--- src/rtl/dmem_arb_pkg.sv ---
// Shared constants for the data-memory port arbiter: response owner tags
// and the default fetch wait bound.
package dmem_arb_pkg;
  localparam logic OWN_D        = 1'b0;
  localparam logic OWN_F        = 1'b1;
  localparam int   MAX_WAIT_DEF = 3;
  localparam int   CNT_W        = 4;
endpackage

--- src/rtl/dmem_arb_age.sv ---
// Saturating count of consecutive conflicts lost by fetch; at_max tells the
// arbiter that fetch must win the next conflict.
module dmem_arb_age
  import dmem_arb_pkg::*;
#(
  parameter int MAX_WAIT = MAX_WAIT_DEF
) (
  input  logic i_clk,
  input  logic i_rst,
  input  logic i_inc,
  input  logic i_clr,
  output logic o_at_max
);
  localparam logic [CNT_W-1:0] MAX_C = CNT_W'(MAX_WAIT);

  logic [CNT_W-1:0] r_cnt;

  always_ff @(posedge i_clk) begin
    if (i_rst) begin
      r_cnt <= '0;
    end else if (i_clr) begin
      r_cnt <= '0;
    end else if (i_inc && (r_cnt != MAX_C)) begin
      r_cnt <= r_cnt + 1'b1;
    end
  end

  assign o_at_max = (r_cnt == MAX_C);
endmodule

--- src/rtl/dmem_arb.sv ---
// Arbiter for the shared data-memory port between the MEM stage and fetch:
// same-cycle grant, one-cycle tagged read return, bounded fetch starvation.
module dmem_arb
  import dmem_arb_pkg::*;
#(
  parameter int MAX_WAIT = MAX_WAIT_DEF
) (
  input  logic        i_clk,
  input  logic        i_rst,
  input  logic        i_d_req,
  input  logic        i_d_wen,
  input  logic [31:0] i_d_addr,
  input  logic [31:0] i_d_wdata,
  input  logic [3:0]  i_d_mask,
  output logic        o_d_gnt,
  output logic        o_d_rvld,
  output logic [31:0] o_d_rdata,
  input  logic        i_f_req,
  input  logic [31:0] i_f_addr,
  output logic        o_f_gnt,
  output logic        o_f_rvld,
  output logic [31:0] o_f_rdata,
  output logic [31:0] o_mem_addr,
  output logic        o_mem_ren,
  output logic        o_mem_wen,
  output logic [31:0] o_mem_wdata,
  output logic [3:0]  o_mem_mask,
  input  logic [31:0] i_mem_rdata
);
  logic w_at_max;
  logic w_d_gnt;
  logic w_f_gnt;
  logic w_conflict;
  logic w_rd_gnt;
  logic r_rsp_vld;
  logic r_rsp_own;

  assign w_conflict = i_d_req & i_f_req;
  // Fetch wins a conflict only once it has lost MAX_WAIT in a row.
  assign w_f_gnt    = ~i_rst & i_f_req & (~i_d_req | w_at_max);
  assign w_d_gnt    = ~i_rst & i_d_req & ~w_f_gnt;
  assign w_rd_gnt   = w_f_gnt | (w_d_gnt & ~i_d_wen);

  dmem_arb_age #(
    .MAX_WAIT (MAX_WAIT)
  ) u_age (
    .i_clk    (i_clk),
    .i_rst    (i_rst),
    .i_inc    (w_conflict & w_d_gnt),
    .i_clr    (w_f_gnt | ~i_f_req),
    .o_at_max (w_at_max)
  );

  always_comb begin
    o_mem_addr  = '0;
    o_mem_ren   = 1'b0;
    o_mem_wen   = 1'b0;
    o_mem_wdata = '0;
    o_mem_mask  = '0;
    if (w_d_gnt) begin
      o_mem_addr  = i_d_addr;
      o_mem_wen   = i_d_wen;
      o_mem_ren   = ~i_d_wen;
      o_mem_wdata = i_d_wdata;
      o_mem_mask  = i_d_mask;
    end else if (w_f_gnt) begin
      o_mem_addr  = i_f_addr;
      o_mem_ren   = 1'b1;
      o_mem_mask  = 4'hF;
    end
  end

  always_ff @(posedge i_clk) begin
    if (i_rst) begin
      r_rsp_vld <= 1'b0;
      r_rsp_own <= OWN_D;
    end else begin
      r_rsp_vld <= w_rd_gnt;
      r_rsp_own <= w_f_gnt ? OWN_F : OWN_D;
    end
  end

  assign o_d_gnt = w_d_gnt;
  assign o_f_gnt = w_f_gnt;
  // A response in flight when reset arrives is dropped, not delivered.
  assign o_d_rvld  = r_rsp_vld & (r_rsp_own == OWN_D) & ~i_rst;
  assign o_f_rvld  = r_rsp_vld & (r_rsp_own == OWN_F) & ~i_rst;
  assign o_d_rdata = i_mem_rdata;
  assign o_f_rdata = i_mem_rdata;
endmodule

--- config.mk ---
export PLATFORM = sky130hd
export DESIGN_NAME = dmem_arb
export DESIGN_NICKNAME = d
export VERILOG_FILES = /design/src/rtl/dmem_arb_pkg.sv /design/src/rtl/dmem_arb_age.sv /design/src/rtl/dmem_arb.sv
export SDC_FILE = /design/constraint.sdc
export NUM_CORES = 1
export LEC_CHECK = 0
export BUFFER_PORTS_ARGS = -buffer_cell sky130_fd_sc_hd__clkbuf_2
export CORE_AREA = 8 8 101 103
export DETAILED_ROUTE_END_ITERATION = 10
export DIE_AREA = 0 0 109 111
export GPL_TIMING_DRIVEN = 0
export SYNTH_ARGS = -nofsm -noshare
export SYNTH_HDL_FRONTEND = slang
export SYNTH_HIERARCHICAL = 1
export SYNTH_SLANG_ARGS = --single-unit
--- constraint.sdc ---
create_clock -name i_clk -period 2.6 [get_ports i_clk]
set_input_delay 0.65 -clock i_clk [delete_from_list [all_inputs] [get_ports i_clk]]
set_output_delay 0.65 -clock i_clk [all_outputs]
set_load 0.01 [all_outputs]
# Yosys cells after proc, flatten, opt, wreduce, memory -nomap -nowiden
# Index checks and enable logic that the tools add are counted.
# word_totals
out_inout_bits,138
regBits,6
input_bits,137
wordCells,36
# classes
bitwise,20
n_eq_ne,2
mux,8
addsub,1
n_reduce_logical,2
# op_table
op,count
2-to-1 mux 32 bit,3
AND 1 bit,11
2-to-1 mux 4 bit,2
NOT 1 bit,6
adder 4 x 1 -> 4 bit (second input constant),1
equality test 4 x 2 -> 1 bit (second input constant),1
!= test 4 x 2 -> 1 bit (second input constant),1
2-to-1 mux 1 bit,3
OR 1 bit,3
OR reduction 2 bit,1
logical AND 1 bit,1

# Logic depth before layout (Yosys ltp)
# logic_depth
ltp_word,7
ltp_mapped,11
depth_no_buf,9

# By module
# The synthesis kept the hierarchy.
# by_module_without_submodules
module,seq_area_each_um2,cells_per_inst,area_per_inst_um2,instances
dmem_arb,40.0,205,1431.4,1
dmem_arb_age,80.1,22,205.2,1

# Least setup slack after synthesis
# OpenSTA, ideal clock, no wires.
# synth_timing
path_kind,flip-flop to output port
startpoint,reg u_age.r_cnt[1]
endpoint,out o_mem_mask[0]
slack_ns,0.297
t_arrival_ns,1.653
path_buffers,1
required_time_ns,1.950
path_stages_with_launch,8
cell_sequence,dfxtp_1 ha_1 or3b_4 clkinv_2 nand2b_1 buf_6 nand2_1 a21oi_1
# synth_via
elab_chain_cells,6
word_cells_on_any_way,7
classes_between,eq/ne: 1; mux: 2; bitwise: 4
# synth_lines
item,line,source
"start, declared",dmem_arb_age.sv:16,logic [CNT_W-1:0] r_cnt;
"start signal, assigned",dmem_arb_age.sv:24,r_cnt <= r_cnt + 1'b1;
equality test 4 x 2 -> 1 bit (*),dmem_arb_age.sv:28,assign o_at_max = (r_cnt == MAX_C);
net w_at_max,dmem_arb.sv:30,logic w_at_max;
OR 1 bit (*),dmem_arb.sv:40,assign w_f_gnt = ~i_rst & i_f_req & (~i_d_req | w_at_max);
AND 1 bit (*),dmem_arb.sv:40,
NOT 1 bit,dmem_arb.sv:41,assign w_d_gnt = ~i_rst & i_d_req & ~w_f_gnt;
AND 1 bit,dmem_arb.sv:41,
2-to-1 mux 4 bit (*),dmem_arb.sv:60,if (w_d_gnt) begin
"end, declared",dmem_arb.sv:27,"output logic [3:0] o_mem_mask,"
# Mark *: on every way through the listed nets, which the timed path passes. The rest lies on a longest branch.

# Worst setup path after layout
# layout_timing
startpoint,reg u_age.r_cnt[1]
endpoint,out o_mem_addr[19]
# layout_via
elab_chain_cells,6
word_cells_on_any_way,7
classes_between,eq/ne: 1; mux: 2; bitwise: 4
# layout_lines
item,line,source
equality test 4 x 2 -> 1 bit (*),dmem_arb_age.sv:28,
net w_at_max,dmem_arb.sv:30,
OR 1 bit (*),dmem_arb.sv:40,
AND 1 bit (*),dmem_arb.sv:40,
NOT 1 bit,dmem_arb.sv:41,
AND 1 bit,dmem_arb.sv:41,
2-to-1 mux 32 bit (*),dmem_arb.sv:60,
"end, declared",dmem_arb.sv:23,"output logic [31:0] o_mem_addr,"
# Marks and branches as above.

==> summary.md <==
| Metric | Value |
|---|---|
| Status | `finished, violations left` |
| Failing checks | `negative setup slack` |
| Fill count | `893` |
| Hpwl dp | `8420 um` |
| PnR Total Power | `0.751 mW` |
| Gr usage total | `14.3%` |
| Post-synth top area cell | `buf_4` |
| PD cells | `218 nW/um2` |
| Synthesized cell area | `1640 um2` |
| Ant. Diodes | `0` |
| Clock Path Buffers | `2` |
| Post-route cell area | `3440 um2` |
| Critical path required time | `1.95 ns` |
| Vias | `2617` |
| Yosys cell types | `33` |
| # H-tree levels | `1` |
| DP Area | `2980 um2` |
| CTS tree | `done` |
| Worst-margin pin slew | `0.651 ns` |
| Reg2Reg Depth | `9` |
| Syn Nets | `365` |
| Share of layout cells above drive strength 1 | `75.4%` |
| Max capacitance violation total | `0` |
| Sink Count | `6` |
| Initial antenna violation count | `0` |
| Antenna Nets Post-Route | `0` |
| DIE HEIGHT | `111 um` |
| Peak supply drop | `0.0901 mV` |
| Top cells by area, synth | `buf_4, a32oi_1, and2_1, nor2_1, dfxtp_1` |
| TritonRoute pass-1 iters | `5` |
| Placed insts | `576` |
| CP Capture Type | `output port` |
| Crit path launch | `u_age/r_cnt[1]$_SDFFE_PP0P_` |
| Worst skew pair latency | `0.22 ns` |
| CORE AREA | `8550 um2` |
| Final net count | `631` |
| Setup TNS | `-0.0522 ns` |
| Wire per inst | `16.6 um` |
| Largest net degree at the start of global routing | `11` |
| Clock slew at reported path FFs | `0.04 ns` |
| Vias per cell | `4.37` |
| Flops & latches, synth | `6` |
| Leakage power total | `1.99 nW` |
| Io pins | `275` |
| Die Wd | `109 um` |
| RD Place Congestion | `0.756` |
| Clock Root Buffer | `clkbuf_8` |
| Critical path startpoint category | `flip-flop` |
| RSZ-0062 raised after global routing | `yes` |
| CP Class | `flip-flop to output port` |
| Initial Util | `19.1%` |
| Yosys warnings | `6` |
| Worst clock skew | `0.000840 ns` |
| Tmin final | `2.62 ns` |
| Arr. time, crit path | `1.97 ns` |
| Vias in the first global route | `2793` |
| Worst hold slack | `0.576 ns` |
| Die area | `12100 um2` |
| Reg2reg start | `u_age/r_cnt[1]$_SDFFE_PP0P_` |
| Synth Instances | `227` |
| Drc violations | `0` |
| Num rows | `34` |
| Hold path start | `u_age/r_cnt[2]$_SDFFE_PP0P_` |
| Post-synthesis sequential area ratio | `7.34%` |
| Final hold viol count | `0` |
| Slew headroom | `56.6%` |
| R2R setup slack | `0.44 ns` |
| DRT Wirelength | `9960 um` |
| Setup violators final | `5` |
| Crit Path Max Fanout | `10` |
| Layout Cells excl Fill | `599` |
| Post-synth top area share | `30.7%` |
| Initial DRC count | `79` |
| Worst r2r dst | `u_age/r_cnt[0]$_SDFFE_PP0P_` |
| Area delta synth->final | `110%` |
| Post-Syn Area per Cell | `7.21 um2` |
| Hold Path Stages | `2` |
| Worst setup margin | `-0.0212 ns` |
| F_max | `0.382 GHz` |
| Hold EP | `u_age/r_cnt[2]$_SDFFE_PP0P_` |
| Inserted Clock Buffers | `3` |
| Final period util | `101%` |
| Grt ovf | `0` |
| HP Class | `flip-flop to flip-flop` |
| I/O Buffers | `241` |
| First-pass GRT wire length | `14200 um` |
| Max Slew Vio Count | `0` |
## metrics by stage
step	utilization, %	setup WS [ns]
2_1_floorplan	-	0.297
3_3_place_gp	34.8	-0.0248
3_5_place_dp	34.8	-0.0550
4_1_cts	37.9	-0.0363
5_1_grt	40.3	-0.0905
6_report	40.3	-0.0212
## synth_stat cells (all sizes together)
cell type and instances:
a21boi 2, a21oi 8, a32oi 32, and2 33, and3b 1, and4b 1
buf 77, clkbuf 6, clkinv 1, dfxtp 6, ha 1, inv 2
nand2 7, nand2b 2, nand3 1, nand4 1, nand4b 1, nor2 35
nor3 2, nor3b 2, o211ai 1, o21ai 2, or2b 1, or3b 1
xor2 1
## layout by cell type (no fill, tap or decap), drive strengths merged, types with 2 or more instances in the layout
cell type and instances:
a21oi 8, nand2b 2, clkbuf 238, buf 109
and2 33, nor2 35, a21boi 2, a32oi 32
nor3 2, o21ai 2, nand2 7, inv 2
nor3b 2, dfxtp 6
## worst max path at each step
stage                                 to  slack [ns]  cells past startpoint
after floorplan            o_mem_mask[0]        0.30                      7
after CTS                 o_mem_addr[22]       -0.04                      9
after detailed placement   o_mem_mask[2]       -0.05                      8
final                     o_mem_addr[19]       -0.02                     10
after global routing       o_mem_addr[6]       -0.09                     10
after global placement         o_mem_ren       -0.02                      8
## cell type report
| type | instances | area, um2 | area share (%) |
|---|---|---|---|
| Timing Repair Buffer | 262 | 1470 | 42.7 |
| Multi-Input combinational cell | 135 | 985 | 28.6 |
| Buffer | 82 | 668 | 19.4 |
| Tap cell | 108 | 135 | 3.93 |
| Sequential cell | 6 | 125 | 3.64 |
| Clock buffer | 3 | 41.3 | 1.20 |
| Inverter | 3 | 16.3 | 0.473 |
## cell families after synthesis
logic type      after synthesis  share of synthesized area (%)
buf+inv                      86                           39.4
flops                         6                           7.34
simple gates                 88                           28.5
fa+ha+maj                     1                          0.764
xor+xnor                      1                          0.535
compound gates               45                           23.4
## timing repair
action | CTS | global route
setup endpoints to repair | 67 | 66
setup buffers | 12 | 5
gates cloned | 3 | 3
pin swaps | 4 | 11
hold buffers | 0 | 0
gates resized for setup | 21 | 35
## sequential cells by signal, summed over array words and instances (netlist names)
name	count
r_rsp_vld	1
u_age/r_cnt	4
r_rsp_own	1
## where the power goes
group / leakage, nW / total, mW / internal (mW) / switching [mW]
clock network: 0.0216 / 0.138 / 0.0994 / 0.0388
registers: 0.0501 / 0.0946 / 0.0935 / 0.00106
logic: 1.92 / 0.518 / 0.283 / 0.235
## critical path: stages (launching register included)
cell      delay, ns
dfxtp_4        0.35
ha_4           0.13
or3b_4         0.40
clkinv_4       0.07
buf_6          0.09
a21boi_4       0.05
buf_12         0.13
buf_12         0.13
a32oi_2        0.16
nor2_1         0.06
buf_2          0.16
## layer usage
layer / track usage [%] / up-vias / part of all wire (%)
met5: 0 / - / 0
met4: 1.74 / 0 / 0.21
met3: 4.53 / 2 / 13
met2: 28.0 / 173 / 52
met1: 14.2 / 1186 / 34
li1: - / 1256 / -
Note: power is estimated with default switching activity, not from simulation.
